File: config.mk
export PLATFORM = sky130hd
export DESIGN_NAME = dadda_mac_acc
export DESIGN_NICKNAME = d
export VERILOG_FILES = /design/src/rtl/dadda_mac_acc.sv
export SDC_FILE = /design/constraint.sdc
export NUM_CORES = 1
export LEC_CHECK = 0
export ABC_AREA = 0
export ABC_CLOCK_PERIOD_IN_PS = 13700
export BUFFER_PORTS_ARGS = -buffer_cell sky130_fd_sc_hd__buf_2
export CAP_MARGIN = 20
export CORE_ASPECT_RATIO = 1.2
export CORE_MARGIN = 2
export CORE_UTILIZATION = 49
export CTS_CLUSTER_DIAMETER = 150
export CTS_CLUSTER_SIZE = 10
export DETAILED_ROUTE_END_ITERATION = 6
export GPL_ROUTABILITY_DRIVEN = 0
export PLACE_DENSITY = 0.66
export SLEW_MARGIN = 20
export SYNTH_ARGS = -nofsm -noshare
export SYNTH_HDL_FRONTEND = slang
export SYNTH_HIERARCHICAL = 1
export SYNTH_SLANG_ARGS = --single-unit
export TNS_END_PERCENT = 30
File: constraint.sdc
create_clock -name clk -period 13.7 [get_ports clk]
set_input_delay 0.685 -clock clk [delete_from_list [all_inputs] [get_ports clk]]
set_output_delay 0.685 -clock clk [all_outputs]
set_load 0.03 [all_outputs]
File: src/rtl/dadda_mac_acc.sv
// Pipelined multiply-accumulate: registered operands feed a 16x16 carry-save
// multiplier, and the products of each in_last-delimited frame are summed and emitted as one result.

module dadda_16 (
  input  logic [15:0] a_i,
  input  logic [15:0] b_i,
  output logic [31:0] p_o
);
  logic [31:0] s, c, pp, ns, nc;

  // Fold the partial products into a sum/carry pair, then do a single carry-propagate add.
  always_comb begin
    s = '0;
    c = '0;
    pp = '0;
    ns = '0;
    nc = '0;
    for (int i = 0; i < 16; i++) begin
      pp = b_i[i] ? (32'(a_i) << i) : 32'd0;
      ns = s ^ c ^ pp;
      nc = ((s & c) | (s & pp) | (c & pp)) << 1;
      s  = ns;
      c  = nc;
    end
    p_o = s + c;
  end
endmodule

module dadda_mac_acc #(
  parameter int LEN_W = 8,
  parameter int ACC_W = 40
) (
  input  logic             clk,
  input  logic             rst,
  input  logic             in_valid,
  output logic             in_ready,
  input  logic [15:0]      in_a,
  input  logic [15:0]      in_b,
  input  logic             in_last,
  output logic             out_valid,
  input  logic             out_ready,
  output logic [ACC_W-1:0] out_acc,
  output logic [LEN_W-1:0] out_count,
  output logic             out_ovf
);
  typedef enum logic {EMPTY, ACCUM} acc_st_e;

  logic [2:1]       vld_pipe_q;
  logic [15:0]      s1_a_q, s1_b_q;
  logic             s1_last_q, s2_last_q;
  logic [31:0]      prod, s2_prod_q;
  acc_st_e          state_q;
  logic [ACC_W-1:0] acc_q, prod_ext, sum_d, out_acc_q;
  logic [LEN_W-1:0] cnt_q, cnt_d, out_cnt_q;
  logic             ovf_q, ovf_d, out_ovf_q, out_valid_q, carry, stall;
  logic [ACC_W-1:0] add_sum;

  assign stall     = out_valid_q & ~out_ready;
  assign in_ready  = ~stall;
  assign out_valid = out_valid_q;
  assign out_acc   = out_acc_q;
  assign out_count = out_cnt_q;
  assign out_ovf   = out_ovf_q;

  dadda_16 u_mul (.a_i(s1_a_q), .b_i(s1_b_q), .p_o(prod));

  assign prod_ext         = ACC_W'(s2_prod_q);
  assign {carry, add_sum} = {1'b0, acc_q} + {1'b0, prod_ext};

  always_comb begin
    sum_d = add_sum;
    cnt_d = (&cnt_q) ? cnt_q : cnt_q + 1'b1;
    ovf_d = ovf_q | carry;
    if (state_q == EMPTY) begin
      sum_d = prod_ext;
      cnt_d = LEN_W'(1);
      ovf_d = 1'b0;
    end
  end

  always_ff @(posedge clk) begin
    if (rst) begin
      vld_pipe_q  <= '0;
      s1_a_q      <= '0;
      s1_b_q      <= '0;
      s1_last_q   <= 1'b0;
      s2_prod_q   <= '0;
      s2_last_q   <= 1'b0;
      state_q     <= EMPTY;
      acc_q       <= '0;
      cnt_q       <= '0;
      ovf_q       <= 1'b0;
      out_valid_q <= 1'b0;
      out_acc_q   <= '0;
      out_cnt_q   <= '0;
      out_ovf_q   <= 1'b0;
    end else begin
      if (out_valid_q && out_ready) out_valid_q <= 1'b0;
      if (!stall) begin
        vld_pipe_q <= {vld_pipe_q[1], in_valid};
        if (in_valid) begin
          s1_a_q    <= in_a;
          s1_b_q    <= in_b;
          s1_last_q <= in_last;
        end
        s2_prod_q <= prod;
        s2_last_q <= s1_last_q;
        if (vld_pipe_q[2]) begin
          if (s2_last_q) begin
            out_valid_q <= 1'b1;
            out_acc_q   <= sum_d;
            out_cnt_q   <= cnt_d;
            out_ovf_q   <= ovf_d;
            acc_q       <= '0;
            cnt_q       <= '0;
            ovf_q       <= 1'b0;
            state_q     <= EMPTY;
          end else begin
            acc_q   <= sum_d;
            cnt_q   <= cnt_d;
            ovf_q   <= ovf_d;
            state_q <= ACCUM;
          end
        end
      end
    end
  end
endmodule
# [Word-level counts from Yosys, hierarchy flattened]
# Index checks and enable logic that the tools add are counted.
[word_totals] input_bits=37 output_inout_bits=51 reg_bits=168 wordCells=154
[classes] n_mux=28 n_reduce_logical=5 n_addsub=3 bitwise=104
[op_table] cell="31-bit AND" count=38
[op_table] cell="31-bit OR" count=28
[op_table] cell="32-bit XOR" count=14
[op_table] cell="40-bit two-way mux" count=2
[op_table] cell="31-bit by 29-bit AND with 31-bit output" count=2
[op_table] cell="31-bit by 30-bit AND with 31-bit output" count=2
[op_table] cell="40-bit by 32-bit adder with 41-bit output" count=1
[op_table] cell="32-bit adder" count=1
[op_table] cell="32-bit by 18-bit XOR with 32-bit output" count=1
[op_table] cell="32-bit by 19-bit XOR with 32-bit output" count=1
[op_table] cell="32-bit by 20-bit XOR with 32-bit output" count=1
[op_table] cell="32-bit by 21-bit XOR with 32-bit output" count=1
[op_table] cell="32-bit by 22-bit XOR with 32-bit output" count=1
[op_table] cell="32-bit by 23-bit XOR with 32-bit output" count=1
[op_table] cell="32-bit by 24-bit XOR with 32-bit output" count=1
[op_table] cell="32-bit by 25-bit XOR with 32-bit output" count=1
[op_table] cell="32-bit by 26-bit XOR with 32-bit output" count=1
[op_table] cell="32-bit by 27-bit XOR with 32-bit output" count=1
[op_table] cell="32-bit by 28-bit XOR with 32-bit output" count=1
[op_table] cell="32-bit by 29-bit XOR with 32-bit output" count=1
[op_table] cell="32-bit by 30-bit XOR with 32-bit output" count=1
[op_table] cell="32-bit by 31-bit XOR with 32-bit output" count=1
[op_table] cell="31-bit two-way mux" count=1
[op_table] cell="30-bit two-way mux" count=1
[op_table] cell="26 further kinds" count=36

# [Longest topological paths before layout]
# Gate-level depths: netlist (run 1).
[logic_depth] word_depth=45 mapped_depth=29 mapped_depth_nobuf=28

# [By module]
# Netlist (run 1), hierarchy kept.
[by_module_without_submodules] mod="dadda_mac_acc" area_per_inst_um2=8036.5 cells_each=991 seq_area_each_um2=3363.2 n_inst=1
[by_module_without_submodules] mod="dadda_16" area_per_inst_um2=6678.9 cells_each=711 seq_area_each_um2=0.0 n_inst=1

# [Least setup slack after synthesis (run 1)]
# Ideal clock, no wire load.
[synth_timing] kind="flip-flop to flip-flop" start="register s1_b_q[2]" end="register s2_prod_q[30]" setup_ps=131 path_buffers=2 t_required_ps=13569 t_arrival_ps=9268 synth_period_minus_slack_ps=9399 slack_ps=4301 stages_incl_launch_ff=29 path_cell_list="dfxtp_1 -> clkbuf_1 -> clkbuf_1 -> nand2_1 -> fa_1 -> fa_1 -> fa_1 -> fa_1 -> fa_1 -> fa_1 -> fa_1 -> fa_1 -> fa_1 -> fa_1 -> fa_1 -> fa_1 -> fa_1 -> fa_1 -> inv_1 -> ha_1 -> inv_1 -> fa_1 -> nor2b_4 -> o31a_1 -> o21a_1 -> o2111a_1 -> a211o_1 -> nand2_1 -> a21oi_1"
[synth_between] elab_chain_cells=44 word_cells_on_any_way=98 classes_between="add/sub: 1; mux: 1; bitwise: 96"
[synth_lines] item="start, declared" line_no="49" text="logic [15:0] s1_a_q, s1_b_q;"
[synth_lines] item="start signal, assigned" line_no="103" text="s1_b_q <= in_b;"
[synth_lines] item="18-bit two-way mux (*)" line_no="19" text="pp = b_i[i] ? (32'(a_i) << i) : 32'd0;"
[synth_lines] item="31-bit AND" line_no="21" text="nc = ((s & c) | (s & pp) | (c & pp)) << 1;"
[synth_lines] item="31-bit OR (2 in a row)" line_no="21"
[synth_lines] item="31-bit AND" line_no="21"
[synth_lines] item="31-bit OR (2 in a row)" line_no="21"
[synth_lines] item="31-bit AND" line_no="21"
[synth_lines] item="31-bit OR (2 in a row)" line_no="21"
[synth_lines] item="31-bit AND" line_no="21"
[synth_lines] item="[... 23 more ...]"
[synth_lines] item="31-bit AND" line_no="21"
[synth_lines] item="31-bit OR (2 in a row)" line_no="21"
[synth_lines] item="31-bit AND" line_no="21"
[synth_lines] item="31-bit OR (2 in a row)" line_no="21"
[synth_lines] item="31-bit AND" line_no="21"
[synth_lines] item="31-bit OR (2 in a row)" line_no="21"
[synth_lines] item="32-bit adder (*)" line_no="25" text="p_o = s + c;"
[synth_lines] item="net prod[30]" line_no="51" text="logic [31:0] prod, s2_prod_q;"
[synth_lines] item="end signal, assigned" line_no="106" text="s2_prod_q <= prod;"
[synth_lines] item="end, declared" line_no="51"
# The timed path passes the listed nets; every way through them passes the cells marked *.
# A chain may end at the register's enable or synchronous reset.

# [Worst setup path after layout (run 1)]
[layout_timing] start="register s1_a_q[14]" end="register s2_prod_q[30]"
[layout_between] elab_chain_cells=45 word_cells_on_any_way=117 classes_between="add/sub: 1; mux: 16; bitwise: 100"
[layout_lines] item="start, declared" line_no="49"
[layout_lines] item="start signal, assigned" line_no="102" text="s1_a_q <= in_a;"
[layout_lines] item="16-bit two-way mux or 17-bit two-way mux (tied branches)" line_no="19"
[layout_lines] item="16-bit by 17-bit XOR with 17-bit output or 16-bit by 17-bit AND with 17-bit output (tied branches)" line_no="20, 21"
[layout_lines] item="31-bit AND" line_no="21"
[layout_lines] item="31-bit OR (2 in a row)" line_no="21"
[layout_lines] item="31-bit AND" line_no="21"
[layout_lines] item="31-bit OR (2 in a row)" line_no="21"
[layout_lines] item="31-bit AND" line_no="21"
[layout_lines] item="31-bit OR (2 in a row)" line_no="21"
[layout_lines] item="[... 24 more ...]"
[layout_lines] item="31-bit AND" line_no="21"
[layout_lines] item="31-bit OR (2 in a row)" line_no="21"
[layout_lines] item="31-bit AND" line_no="21"
[layout_lines] item="31-bit OR (2 in a row)" line_no="21"
[layout_lines] item="31-bit AND" line_no="21"
[layout_lines] item="31-bit OR (2 in a row)" line_no="21"
[layout_lines] item="32-bit adder (*)" line_no="25"
[layout_lines] item="net prod[30]" line_no="51"
# Marked as above.

==> impl_metrics.yaml, run 1 <==
outcome:
  status: "finished clean"
synthesis:
  muxShareOfSynthArea_pct: 1.59
  synth_compound_area_share_pct: 14.6
  synth_xor_area_share_pct: 2.74
  synthArstFlopShare_pct: 0
  synthCells: 1702
  synth.top_cell.area_share_pct: 28.8
  avgSynthCellArea_um2: 8.65
  synth_fp_nets: 2014
  yosysWarnings: 6
  synth_seq_cells: 168
  synthTopCellsByCount: "nand2_1 (453), fa_1 (212), dfxtp_1 (168), a21oi_1 (129), inv_1 (91)"
  synth_most_common_cell: "nand2_1"
  synth.cell_area_um2: 14700
  synthTopCellsByArea: "fa_1 (29%), dfxtp_1 (23%), nand2_1 (12%)"
  synthSimpleGateAreaFrac_pct: 18.8
  synth_adder_area_share_pct: 34.2
  synthDistinctLibCells: 76
  yosysSeqAreaShare_pct: 22.9
  synth_edf_count: 0
  synth_top_family_by_area: "adder cells"
  synthFlopType: "dfxtp_1"
  synth_area_leader_cell: "fa_1"
clocking:
  cts_num_sinks: 168
  cts_hold_buffers: 0
  clock_path_buffers: 2
  htreeDepth: 4
  cts_tree: "built"
  post_cts_buffers: 0
  cts.clk_slew.worst_paths_ns: 0.08
  clock_latency_ns: 0.44
  cts-resized-gates: 0
  clockRootBuffer: "clkbuf_16"
  numCtsBuffers: 17
pwr:
  p_sw_uw: 406
  seqPwrFrac_pct: 43.2
  switching_share_pct: 32.4
  comb_power_share_pct: 18.4
  power_density_nw_per_um2: 78.7
  clock_power_share_pct: 38.3
  p_leak_uw: 0.00542
  ir_drop_uv: 71.2
  power.internal_uw: 845
die:
  die_h_um: 194
  floorplan.initialDensity_pct: 49.7
  pin_count: 88
  coreArea_um2: 29600
  die_x_um: 162
  fp.dieArea_um2: 31400
  rows: 69
worst_setup_path:
  cpMaxStageDelayCell: "dfxtp_1"
  crit_arrival_ns: 10.16
  endpoint_kind: "flop"
  worstSetupPathType: "flop to flop"
  crit_path_max_incr_delay_ns: 0.66
  critPathLaunchType: "flop"
  cp_max_fo: 17
  worstPathRequired_ns: 14.02
  crit_top_cell: "fa_1"
sta:
  skew_ns: 0.0138
  maxSlewHeadroom_pct: 33.5
  holdWs_ns: 0.439
  slew_violations: 0
  hold_viol: 0
  tns_ns: 0
  fin_crit_sh_pct: 71.8
  final-setup-viol-count: 0
  tightest_slew_ns: 0.996
  period_needed_ns: 9.84
  rsz0062_at_grt: "false"
  fmax_mhz: 102
global_route:
  met1_usage_pct: 27.2
  grt_pass1_vias: 11729
  use_met3_pct: 2.65
  grtUsageTotal_pct: 21.4
  grt.busiest_layer: "met2"
  gr-total-overflow: 0
  grt_max_degree: 75
  grt_util_met2_pct: 38.1
  antenna_found_initial: 0
  grt_pass1_wl_um: 55600
cells_and_area:
  drive_gt1_share_pct: 9.24
  post-route-util_pct: 53.7
  regArea_um2: 3360
  nNetsFinal: 2030
  stdcell_area_um2: 15900
  areaGrowthSynthToFinish_pct: 8.05
  nFillCells: 2805
  multi_input_area_um2: 10600
  fin_cells: 2121
  diodes: 0
routing:
  viasPerCell: 5.49
  wirelength_um: 32500
  via_count: 11641
  wl_per_cell_um: 15.3
  drc: 0
  ant_nets: 0
  drt_iter0_drc: 566
  first_pass_iters: 5
placed_design:
  port-buffer-count: 87
  dpl_cell_area_um2: 15300
  placed_cells: 2089
  hpwl_um: 25200
run:
  drv_cap: 0
hold_path:
  hold_path.class: "flop to flop"
==> metrics by stage <==
step	total power, µW	worst slack (ns)
finish	1250	3.86
global route	1320	3.46
CTS	1270	3.85
detailed placement	784	3.85
global placement	778	4.04
floorplan	730	4.30
==> sequential cells by signal, summed over array words and instances, names as in the netlist <==
| name | cells |
|---|---|
| s1_a_q | 16 |
| vld_pipe_q | 2 |
| state_q | 1 |
| s2_prod_q | 32 |
| cnt_q | 8 |
| s1_b_q | 16 |
| s1_last_q | 1 |
| out_count | 8 |
| s2_last_q | 1 |
| out_valid | 1 |
| out_ovf | 1 |
| acc_q | 40 |
| ovf_q | 1 |
| out_acc | 40 |
==> layer usage <==
layer / up-vias / wire [µm]
met3: 39 / 971
met2: 203 / 16600
li1: 5627 / -
met5: - / 0
met4: 0 / 545
met1: 5772 / 14400
==> layout make-up <==
| class | instances | area share [%] |
|---|---|---|
| clock inverter | 15 | 0.976 |
| timing repair buffer | 98 | 3.27 |
| tap | 390 | 3.07 |
| inverter | 92 | 2.17 |
| multi-input combinational | 1341 | 66.7 |
| sequential | 168 | 21.2 |
| clock buffer | 17 | 2.68 |
==> placed cells by master, fill, tap and decap left out, types with 4 or more instances in the layout <==
cell type / netlist / routed
a21o_1: 11 / 11
a21oi_1: 129 / 128
a22o_1: 14 / 14
a22oi_1: 12 / 12
a31oi_1: 7 / 7
a32o_1: 4 / 4
a32oi_1: 6 / 6
and2_1: 38 / 38
and3_1: 11 / 11
buf_2: 5 / 86
buf_4: 1 / 12
clkbuf_16: 0 / 17
dfxtp_1: 168 / 167
fa_1: 212 / 212
ha_1: 63 / 63
inv_1: 91 / 91
inv_6: 0 / 4
mux2i_1: 20 / 20
nand2_1: 453 / 453
nand2b_1: 10 / 10
nand3_1: 16 / 16
nand4_1: 9 / 9
nor2_1: 74 / 73
nor2b_1: 11 / 10
nor3_1: 12 / 12
o21a_1: 8 / 8
o21ai_0: 79 / 79
o21ai_1: 17 / 17
o21bai_1: 6 / 6
o31ai_1: 7 / 7
xnor2_1: 27 / 27
xor2_1: 19 / 19
==> power groups by stage <==
stage	registers, µW	clock network [µW]	logic (µW)
finish	541	480	231
global route	546	508	267
global placement	552	0	226
CTS	541	492	233
floorplan	529	0	201
detailed placement	553	0	232
==> kinds of logic after synthesis <==
logic type	after synthesis
AO/OA/AOI/OAI	346
XOR/XNOR	46
adder cells (fa/ha/maj)	275
flip-flops	168
multiplexers	23
AND/OR/NAND/NOR	651
buffers and inverters	193
==> critical path: cells and delay by family (launching register included) <==
family | cells | cell delay, ns
compound gates | 5 | 1.08
fa+ha+maj | 17 | 7.45
buf+inv | 3 | 0.18
flops | 1 | 0.66
simple gates | 3 | 0.33
==> path summary, 6_finish.rpt <==
check | from | end | slack, ns | depth (start not counted)
worst max-delay path | s1_a_q[14] | s2_prod_q[30] | 3.86 | 28
worst min-delay path | out_acc[34] | out_acc[34] | 0.44 | 2
worst max register to register | s1_a_q[14] | s2_prod_q[30] | 3.86 | 28
worst min register to register | out_acc[34] | out_acc[34] | 0.44 | 2
Power figures use the tool's default switching activity.
==> run 2: changes to the inputs <==
Settings changed: ABC_CLOCK_PERIOD_IN_PS 13700 to 10000.
Clock period 13.7 ns to 10 ns, I/O delays scaled along.
==> run 2 against run 1 <==
Critical endpoint unchanged. Utilization increased by 0.32 points. Global-route usage decreased by 0.24 points. Die area unchanged. Critical path type unchanged. Sequential share of layout area decreased by 0.12 points. First-iteration DRC count increased by 20%. Via count decreased by 0.37%. Fmax increased by 2.6%. Register-to-register slack got worse by 3.4 ns. Clock skew increased by 0.0047 ns. Non-clock buffer count increased by 14. Combinational power increased by 44%. Worst setup slack got worse by 3.4 ns.
==> impl_metrics.yaml, run 2 (synthesis gave the netlist of run 1 again) <==
outcome:
  status: "finished clean"
sta:
  skew_ns: 0.0185
  tightest_slew_ns: 0.952
  fin_ws_ns: 0.410
  period_needed_ns: 9.59
  final-setup-viol-count: 0
  maxSlewHeadroom_pct: 36.5
  tns_ns: 0
  fin_crit_sh_pct: 95.9
  slew_violations: 0
  rsz0062_at_grt: "false"
  fmax_mhz: 104
  hold_viol: 0
routing:
  wl_met3_um: 887
  drc: 0
  drt-met1-wl_um: 14500
  first_pass_iters: 5
  wl_met2_um: 16400
  drt_iter0_drc: 682
  via_count: 11598
  wirelength_um: 32300
  wl_per_cell_um: 15.1
  dr.max_layer_used: "met4"
  viasPerCell: 5.43
  ant_nets: 0
clocking:
  cts_tree: "built"
  post_cts_buffers: 0
  cts_num_sinks: 168
  clock_path_buffers: 2
  cts_hold_buffers: 0
  numCtsBuffers: 17
  cts.clk_slew.worst_paths_ns: 0.08
  clock_latency_ns: 0.45
  htreeDepth: 4
  cts-resized-gates: 0
  clockRootBuffer: "clkbuf_16"
pwr:
  p_leak_uw: 0.00548
  ir_drop_uv: 94.1
  power_density_nw_per_um2: 107
  power_uw: 1720
worst_setup_path:
  crit_arrival_ns: 9.89
  cpMaxStageDelayCell: "fa_1"
  r2r_slack_ns: 0.41
  cp_max_fo: 8
  worstPathRequired_ns: 10.30
  cp-startpoint: "s1_b_q[1]"
  worstSetupPathType: "flop to flop"
  regToRegEndpoint: "s2_prod_q[30]"
  r2r_cells: 28
  rr_startpoint: "s1_b_q[1]"
  cp-endpoint: "s2_prod_q[30]"
  critPathLaunchType: "flop"
  endpoint_kind: "flop"
  crit_path_max_incr_delay_ns: 0.55
  crit_top_cell: "fa_1"
cells_and_area:
  diodes: 0
  nNetsFinal: 2044
  areaGrowthSynthToFinish_pct: 8.69
  drive_gt1_share_pct: 9.98
  mostFrequentLayoutCell: "nand2_1"
  final_cell_mix: "nand2_1 (453), fa_1 (212), dfxtp_1 (166), a21oi_1 (128), inv_1 (91)"
die:
  coreArea_um2: 29600
  pin_count: 88
  rows: 69
  floorplan.initialDensity_pct: 49.7
  die_h_um: 194
  fp.dieArea_um2: 31400
  die_x_um: 162
global_route:
  grt_pass1_wl_um: 55200
  gr-total-overflow: 0
  grtUsageTotal_pct: 21.2
  antenna_found_initial: 0
  grt_max_degree: 52
  grt_pass1_vias: 11599
placed_design:
  port-buffer-count: 87
  pre_cts_ws_ns: 0.373
  hpwl_um: 25200
run:
  drv_cap: 0
hold_path:
  hold_path.class: "primary input to flop"
==> run 2: routing by layer <==
| layer | global-route usage [%] | vias to the layer above |
|---|---|---|
| li1 | - | 5647 |
| met1 | 27.2 | 5727 |
| met2 | 37.4 | 180 |
| met3 | 2.55 | 44 |
| met4 | 6.23 | 0 |
| met5 | 0 | - |
==> run 2: critical path, delay by kind of cell (launching register included) <==
family,cells,cell delay [ns]
simple gates,3,0.29
flops,1,0.47
buf+inv,3,0.20
compound gates,5,1.05
fa+ha+maj,17,7.43
==> run 2: area by class of cell <==
class                           instances  area [µm²]
Tap cell                              390         488
Fill cell                            2833       13600
Multi-Input combinational cell       1341       10600
Clock inverter                         13         136
Timing Repair Buffer                  112         626
Clock buffer                           18         429
Inverter                               92         345
Sequential cell                       168        3370
==> run 2: worst min-delay path by stage <==
stage | to | cells past startpoint | slack (ns) | from
2_1_floorplan | acc_q[11] | 2 | 0.43 | acc_q[11]
3_3_place_gp | out_acc[8] | 2 | 0.43 | out_acc[8]
3_5_place_dp | out_acc[34] | 2 | 0.43 | out_acc[34]
4_1_cts | s1_b_q[12] | 3 | 0.27 | in_b[12]
5_1_grt | s1_b_q[6] | 3 | 0.29 | in_b[6]
6_report | s1_b_q[12] | 3 | 0.28 | in_b[12]
==> run 2: report_power, final <==
group	internal [µW]	switching, µW
Sequential	693	37.6
Combinational	136	195
Clock	349	307
==> run 2: through the flow <==
step | area [µm²] | instances | hold WS (ns) | utilization, %
after floorplan | 14700 | 1702 | 0.429 | -
after global placement | 15400 | 2103 | 0.429 | 52.1
after detailed placement | 15400 | 2103 | 0.434 | 52.1
after CTS | 16000 | 2134 | 0.271 | 54.0
after global routing | 16000 | 2134 | 0.286 | 54.0
final | 16000 | 2134 | 0.281 | 54.0
